==> config.mk <==
export PLATFORM = sky130hd
export DESIGN_NAME = apb_req_arbiter
export DESIGN_NICKNAME = d
export VERILOG_FILES = /design/src/rtl/apb_req_arbiter.sv
export SDC_FILE = /design/constraint.sdc
export NUM_CORES = 1
export LEC_CHECK = 0
export CAP_MARGIN = 0
export CORE_AREA = 2 2 157 159
export DETAILED_ROUTE_END_ITERATION = 8
export DIE_AREA = 0 0 159 161
export DONT_BUFFER_PORTS = 1
export MAX_ROUTING_LAYER = met4
export REMOVE_ABC_BUFFERS = 1
export SYNTH_ARGS = -nofsm -noshare
export SYNTH_HDL_FRONTEND = slang
export SYNTH_SLANG_ARGS = --single-unit
==> constraint.sdc <==
create_clock -name pclk -period 3.63 [get_ports pclk]
set_input_delay 0.5445 -clock pclk [delete_from_list [all_inputs] [get_ports pclk]]
set_output_delay 0.5445 -clock pclk [all_outputs]
set_load 0.02 [all_outputs]
==> src/rtl/apb_req_arbiter.sv <==
// Round-robin APB master that serialises single read/write commands from NUM_REQ requesters.
// Optional ACCESS timeout is compiled in with `define APB_TIMEOUT_EN.
module apb_req_arbiter #(
    parameter int NUM_REQ        = 4,
    parameter int addr_width     = 32,
    parameter int data_width     = 32,
    parameter int TIMEOUT_CYCLES = 16
) (
    input  logic                             pclk,
    input  logic                             presetn,
    input  logic [NUM_REQ-1:0]               req,
    input  logic [NUM_REQ-1:0]               req_write,
    input  logic [NUM_REQ*addr_width-1:0]    req_addr,
    input  logic [NUM_REQ*data_width-1:0]    req_wdata,
    output logic [NUM_REQ-1:0]               ack,
    output logic [data_width-1:0]            rsp_rdata,
    output logic                             rsp_err,
    output logic                             psel,
    output logic                             penable,
    output logic                             pwrite,
    output logic [addr_width-1:0]            paddr,
    output logic [data_width-1:0]            pwdata,
    output logic                             ptransfer,
    input  logic [data_width-1:0]            prdata,
    input  logic                             pready,
    input  logic                             pslverr
);

    localparam int IDXW = (NUM_REQ > 1) ? $clog2(NUM_REQ) : 1;

    typedef enum logic [1:0] {
        ST_IDLE   = 2'd0,
        ST_SETUP  = 2'd1,
        ST_ACCESS = 2'd2
    } state_t;

    state_t                  r_state;
    state_t                  w_next_state;
    logic [IDXW-1:0]         r_ptr;
    logic [IDXW-1:0]         r_winner;
    logic [IDXW-1:0]         w_pick_idx;
    logic                    w_pick_found;
    logic                    w_grant;
    logic                    w_done;
    logic                    w_tmo;
    logic [NUM_REQ-1:0]      w_elig;
    logic [NUM_REQ-1:0]      w_cand;
    logic [NUM_REQ-1:0]      w_winner_oh;
    logic [NUM_REQ-1:0]      r_ack;
    logic [data_width-1:0]   r_rsp_rdata;
    logic                    r_rsp_err;
    logic                    r_psel;
    logic                    r_penable;
    logic                    r_pwrite;
    logic [addr_width-1:0]   r_paddr;
    logic [data_width-1:0]   r_pwdata;
    logic                    r_ptransfer;

    // A requester is masked during its own ack cycle so a late req drop cannot re-win.
    assign w_elig = req & ~r_ack;

    // One-hot form of the requester currently owning the bus.
    always_comb begin
        w_winner_oh           = '0;
        w_winner_oh[r_winner] = 1'b1;
    end

    assign w_cand = (r_state == ST_ACCESS) ? (w_elig & ~w_winner_oh) : w_elig;

    // Round-robin pick: first candidate at or after the pointer, wrapping.
    always_comb begin
        int              v_idx;
        logic [IDXW-1:0] v_sel;
        v_idx        = 0;
        v_sel        = '0;
        w_pick_found = 1'b0;
        w_pick_idx   = '0;
        for (int k = 0; k < NUM_REQ; k++) begin
            v_idx = int'(r_ptr) + k;
            if (v_idx >= NUM_REQ) begin
                v_idx = v_idx - NUM_REQ;
            end else begin
                v_idx = v_idx;
            end
            v_sel = IDXW'(v_idx);
            if (!w_pick_found && w_cand[v_sel]) begin
                w_pick_idx   = v_sel;
                w_pick_found = 1'b1;
            end else begin
                w_pick_idx   = w_pick_idx;
            end
        end
    end

`ifdef APB_TIMEOUT_EN
    localparam int TMO_W = $clog2(TIMEOUT_CYCLES + 1);
    logic [TMO_W-1:0] r_tmo_cnt;

    // Counts stalled ACCESS cycles; cleared at each SETUP.
    always_ff @(posedge pclk or negedge presetn) begin
        if (!presetn) begin
            r_tmo_cnt <= '0;
        end else if (r_state == ST_SETUP) begin
            r_tmo_cnt <= '0;
        end else if ((r_state == ST_ACCESS) && !pready &&
                     (r_tmo_cnt != TMO_W'(TIMEOUT_CYCLES - 1))) begin
            r_tmo_cnt <= r_tmo_cnt + TMO_W'(1);
        end else begin
            r_tmo_cnt <= r_tmo_cnt;
        end
    end

    assign w_tmo = (r_state == ST_ACCESS) && !pready &&
                   (r_tmo_cnt == TMO_W'(TIMEOUT_CYCLES - 1));
`else
    logic w_unused_tmo_cfg;
    assign w_unused_tmo_cfg = (TIMEOUT_CYCLES > 0);
    assign w_tmo            = 1'b0;
`endif

    assign w_done = (r_state == ST_ACCESS) && (pready || w_tmo);

    // Next-state logic; a completing ACCESS may grant straight into SETUP.
    always_comb begin
        w_next_state = r_state;
        w_grant      = 1'b0;
        case (r_state)
            ST_IDLE: begin
                if (w_pick_found) begin
                    w_next_state = ST_SETUP;
                    w_grant      = 1'b1;
                end else begin
                    w_next_state = ST_IDLE;
                end
            end
            ST_SETUP: begin
                w_next_state = ST_ACCESS;
            end
            ST_ACCESS: begin
                if (w_done && w_pick_found) begin
                    w_next_state = ST_SETUP;
                    w_grant      = 1'b1;
                end else if (w_done) begin
                    w_next_state = ST_IDLE;
                end else begin
                    w_next_state = ST_ACCESS;
                end
            end
            default: begin
                w_next_state = ST_IDLE;
            end
        endcase
    end

    // State register.
    always_ff @(posedge pclk or negedge presetn) begin
        if (!presetn) begin
            r_state <= ST_IDLE;
        end else begin
            r_state <= w_next_state;
        end
    end

    // Registered APB bus, grant bookkeeping and response outputs.
    always_ff @(posedge pclk or negedge presetn) begin
        if (!presetn) begin
            r_ptr       <= '0;
            r_winner    <= '0;
            r_psel      <= 1'b0;
            r_penable   <= 1'b0;
            r_pwrite    <= 1'b0;
            r_paddr     <= '0;
            r_pwdata    <= '0;
            r_ptransfer <= 1'b0;
            r_ack       <= '0;
            r_rsp_rdata <= '0;
            r_rsp_err   <= 1'b0;
        end else begin
            r_psel      <= (w_next_state != ST_IDLE);
            r_penable   <= (w_next_state == ST_ACCESS);
            // The winner never changes while staying in or entering ACCESS.
            r_ptransfer <= (w_next_state == ST_ACCESS) && (|(w_elig & ~w_winner_oh));
            r_ack       <= w_done ? w_winner_oh : '0;
            if (w_grant) begin
                r_winner <= w_pick_idx;
                r_ptr    <= (w_pick_idx == IDXW'(NUM_REQ - 1)) ? '0 : (w_pick_idx + IDXW'(1));
                r_pwrite <= req_write[w_pick_idx];
                r_paddr  <= req_addr[int'(w_pick_idx)*addr_width +: addr_width];
                r_pwdata <= req_wdata[int'(w_pick_idx)*data_width +: data_width];
            end else begin
                r_winner <= r_winner;
                r_ptr    <= r_ptr;
                r_pwrite <= r_pwrite;
                r_paddr  <= r_paddr;
                r_pwdata <= r_pwdata;
            end
            if (w_done) begin
                r_rsp_rdata <= (w_tmo || r_pwrite) ? '0 : prdata;
                r_rsp_err   <= w_tmo ? 1'b1 : pslverr;
            end else begin
                r_rsp_rdata <= r_rsp_rdata;
                r_rsp_err   <= r_rsp_err;
            end
        end
    end

    assign ack       = r_ack;
    assign rsp_rdata = r_rsp_rdata;
    assign rsp_err   = r_rsp_err;
    assign psel      = r_psel;
    assign penable   = r_penable;
    assign pwrite    = r_pwrite;
    assign paddr     = r_paddr;
    assign pwdata    = r_pwdata;
    assign ptransfer = r_ptransfer;

endmodule
Word level (Yosys, flattened, before mapping)
Cells that the tools add are included. W data, S select, Z words.

Bits in registers: 111. Word-level logic and storage cells: 89. Input bits: 300.

Add/sub/neg operators: 8. $lt $le $gt $ge: 11. Eq/ne operators: 4. Bitwise operators: 4. Shift operators: 2. Multiplexer cells: 35. Reductions and logical operators: 13.

Operator list (number): $shiftx A128 B8 Y32 (2); $mux W32 (1); $mux W2 (11); $lt A2 B3 Y1 const B (6); $mux W1 (13); $bmux W1 S2 (5); $ge A3 B3 Y1 const B (3); $and A4 B4 Y4 (2); $mux W4 (2); $not A4 Y4 (2); $sub A2 B1 Y2 const B (4); $logic_and A1 B1 Y1 (7); $add A2 B2 Y3 const B (2); $eq A2 B2 Y1 const B (3); $pmux W2 S3 (1); $reduce_or A4 Y1 (1); $add A2 B1 Y3 const B (1); $ge A2 B3 Y1 const B (1); $logic_not A1 Y1 (3); $add A2 B1 Y2 const B (1); $demux W1 S2 (1); $eq A2 B1 Y1 const B (1); $ge A2 B1 Y1 const B (1); $logic_not A2 Y1 (1); 2 further kinds (2).

Longest topological paths before layout
Depth after elaboration: 24. Gate-level depth with buffers: 11. Depth with buffers taken out: 7.

Worst setup path before layout
Ideal clock, no wire load.

Path kind: register to register. Start: register r_winner[0]. End: register r_paddr[10] (netlist: paddr[10]). Arrival time: 2.374 ns. Stages on the path, launching flop included: 10. Required time: 3.536 ns. Slack: 1.162 ns. Cell sequence: dfrtp_1 -> buf_2 -> or4b_1 -> and2_4 -> o41ai_4 -> inv_2 -> and2_4 -> buf_6 -> buf_6 -> a221oi_2.

Longest elaborated chain between the ends: 22. Elaborated cells on any way between the ends: 35. Classes of those cells: order compare (2); shift (1); mux (22); bitwise (2); reduce/logical (8).

Ends and longest elaborated chain: from (decl) (line 40) `logic [IDXW-1:0] r_winner;`; from (signal assigned) (line 185) `r_winner <= w_pick_idx;`; from (signal assigned) (line 191) `r_winner <= r_winner;`; $lt A2 B3 Y1 (not written as such) or $ge A2 B1 Y1 (tied branches) (line 65) `w_winner_oh[r_winner] = 1'b1;`; $logic_and A1 B1 Y1 (not written as such) (line 65); $mux W1 (not written as such) (line 65); $demux W1 S2 (*) (line 65); $not A4 Y4 (*) (line 68) `assign w_cand = (r_state == ST_ACCESS) ? (w_elig & ~w_winner_oh) : w_elig;`; $and A4 B4 Y4 (*) (line 68); $mux W4 (*) (line 68); branches (longest 15 deep; another with $bmux W1 S2); to (signal assigned) (line 188) `r_paddr <= req_addr[int'(w_pick_idx)*addr_width +: addr_width];`; to (signal assigned) (line 194) `r_paddr <= r_paddr;`; to (decl) (line 55) `logic [addr_width-1:0] r_paddr;`.

Every way passes the cells marked *. The select of a mux whose other input is x is not followed. A chain may end at the register's enable or synchronous reset.

Worst setup path after layout
Start: register r_winner[0]. End: register r_pwdata[4] (netlist: pwdata[4]).

Longest elaborated chain between the ends: 22. Elaborated cells on any way between the ends: 35. Classes of those cells: order compare (2); shift (1); mux (22); bitwise (2); reduce/logical (8).

Ends and longest elaborated chain: $lt A2 B3 Y1 (not written as such) or $ge A2 B1 Y1 (tied branches) (line 65); $logic_and A1 B1 Y1 (not written as such) (line 65); $mux W1 (not written as such) (line 65); $demux W1 S2 (*) (line 65); $not A4 Y4 (*) (line 68); $and A4 B4 Y4 (*) (line 68); $mux W4 (*) (line 68); branches (longest 15 deep; another with $bmux W1 S2); to (signal assigned) (line 189) `r_pwdata <= req_wdata[int'(w_pick_idx)*data_width +: data_width];`; to (signal assigned) (line 195) `r_pwdata <= r_pwdata;`; to (decl) (line 56) `logic [data_width-1:0] r_pwdata;`.

Marks and branches as above.

==> reports/qor.txt <==
Routed length per instance: 19.8 um
Post-route DRC: 0
First-pass DRT Iterations: 4
Site Rows: 57
Cells after synthesis: 570
Synth unique cells: 35
Largest area contributor in the netlist: dfrtp_1
Post-cts resize count: 0
Die Ht: 161 um
IO buf count: 0
Setup-failing EPs final: 0
Clk_skew: 14.7 ps
CTS Root Buffer Type: clkbuf_16
Startpoint types: flop
Clock sink count: 111
Vias in the first global route: 4333
Die area: 25600 sq um
Pwr Density: 1010 nW/um^2
Final min period: 2780 ps
P&R area growth vs syn: 9.22%
Kind of critical path: flop to flop
Total gr overflow: 0
Total core area: 24000 sq um
Crit end category: flop
Cell Count, Final, Fillers Out: 872
Syn_area_per_cell: 11.0 sq um
Latest clock arrival within the worst-skew pair: 360 ps
Worst slew pin tran: 980 ps
Placed Cells incl. Taps: 855
Xor/xnor share of the synthesized area: 0%
Post-synthesis compound-gate area fraction: 18.0%
Outcome: complete, no violations
Fill cell count: 2528
Period utilisation layout: 76.5%
Reg clk slew, reported paths: 90 ps
Initial antenna violation count: 0
Via/cell ratio: 5.08
Data arrival time of the worst path: 3040 ps
Largest family of logic cells by synthesized area: multiplexers
RSZ-0062 raised after global routing: false
Fmax: 0.360 GHz
H-tree levels: 3
# Post-CTS Setup Buffers: 0
Commonest non-fill, non-tap cells in the layout: mux2i_1, dfrtp_1, nor2_1
Largest fanout on the critical path: 45
Most common cell after layout, fill and taps aside: mux2i_1
Final antenna-violating net count: 0
DP Worst Slack: 858 ps
Ports: 405
Hold WC Path Type: primary input to asynchronous set/reset pin
Top cells by area, synth: dfrtp_1, mux2i_1, a221oi_2
Number of buffers inserted by hold repair at cts: 1
Maxcap violations: 0
Worst slew margin: 34.7%
DR iter-0 viols: 224
# diodes: 0
Register area share after synthesis: 44.4%
Multiplexer area fraction after synthesis: 21.5%
CTS Buf Count: 9
Synth Register Bits: 111
GRT Total Usage: 13.2%
Largest net degree at the start of global routing: 112
CTS tree: built
Global-route wire length before repair: 25900 um
Final hold vios: 0
Bufs on Longest Clock Path: 2
Total number of yosys warnings: 0
Total Wirelength: 17300 um
Synth Area in Simple Gates: 11.7%
Synth Cell Area: 6250 sq um
Die width: 159 um
Top-area cell type share of the netlist area: 44.4%
Slew Limit Fails: 0
Worst setup margin: 855 ps
Nets: 844
VDD IR max: 0.000461 V
Adder-Cell Fraction of Synth Area: 0.200%
Via count: 4426
Leak Pwr: 0.00281 uW
Initial core utilization: 26.1%
Share of cells above drive strength 1: 13.3%
Dpl hpwl: 12900 um
GPL Wtd Cong: 0.785
Required time of the critical path: 3890 ps
[area by class of cell]
cell class / instances / area (sq um) / area share (%)
Clock buffer: 10 / 239 / 3.50
Multi-Input combinational cell: 409 / 3220 / 47.2
Timing Repair Buffer: 9 / 113 / 1.65
Inverter: 3 / 11.3 / 0.165
Clock inverter: 6 / 61.3 / 0.897
Sequential cell: 111 / 2780 / 40.7
Tap cell: 324 / 405 / 5.93
[state kept, by name, indices dropped and copies added, names as in the netlist]
register   cells
pwdata        32
rsp_rdata     32
r_state        2
psel           1
pwrite         1
r_ptr          2
ptransfer      1
paddr         32
r_winner       2
penable        1
rsp_err        1
ack            4
[final timing paths]
kind | from | end | slack (ps) | depth (start not counted)
max | r_winner[0]$_DFFE_PN0P_ | pwdata[4]$_DFFE_PN0P_ | 850 | 7
min | presetn | rsp_rdata[20]$_DFFE_PN0P_ | 130 | 1
max reg2reg | r_winner[0]$_DFFE_PN0P_ | pwdata[4]$_DFFE_PN0P_ | 850 | 7
max in group asynchronous | presetn | pwdata[14]$_DFFE_PN0P_ | 3040 | 1
min in group pclk | pslverr | rsp_err$_DFFE_PN0P_ | 320 | 1
min reg2reg | r_state[1]$_DFF_PN0_ | penable$_DFF_PN0_ | 560 | 1
[through the flow]
stage | power [uW] | hold WS [ps] | TNS [ps] | util, % | area [sq um]
floorplan | 5260 | 249 | -185190 | - | 6000
global placement | 5810 | 251 | 0 | 27.1 | 6500
detailed placement | 5880 | 251 | 0 | 27.1 | 6500
CTS | 6970 | 136 | 0 | 28.5 | 6830
global route | 7330 | 141 | 0 | 28.5 | 6830
finish | 6870 | 128 | 0 | 28.5 | 6830
[power by group]
part	switching, uW	leakage [uW]	internal (uW)	total (uW)
Clock	520	0.000144	504	1020
Sequential	1130	0.00132	1800	2930
Combinational	1610	0.00135	1310	2920
[cell families (layout without fill, tap and decap cells)]
group                    after synthesis  after routing
AO/OA/AOI/OAI                        115            115
adder cells (fa/ha/maj)                1              1
buffers and inverters                 50             28
flip-flops                           111            111
multiplexers                         134            134
AND/OR/NAND/NOR                      159            159
[critical path: stages, from the launching register on]
cell and delay, ps:
dfrtp_1 470, or4b_1 570, and2_4 180, a21oi_1 170
o21a_4 170, buf_4 560, mux2i_1 200, a221oi_2 300
[cells in the mapped netlist, drive strengths merged]
cell type and n:
mux2i 133, dfrtp 111, nor2 68, a221oi 66, nand2 39, nand2b 37
o21ai 35, buf 28, clkbuf 19, nor2b 5, nor3 4, inv 3
a21boi 2, a21oi 2, a31oi 2, and2 2, a211oi 1, a21o 1
a22oi 1, a31o 1, and3 1, ha 1, mux2 1, nand3 1
o211a 1, o21a 1, o31ai 1, o41ai 1, or3 1, or4b 1
[per-layer routing]
layer | up-vias | routed length (um) | global-route usage, %
li1 | 2031 | - | -
met1 | 2149 | 7050 | 15.9
met2 | 225 | 8760 | 21.9
met3 | 21 | 1150 | 3.24
met4 | 0 | 320 | 4.30
met5 | - | 0 | -
Power figures use the tool's default switching activity.
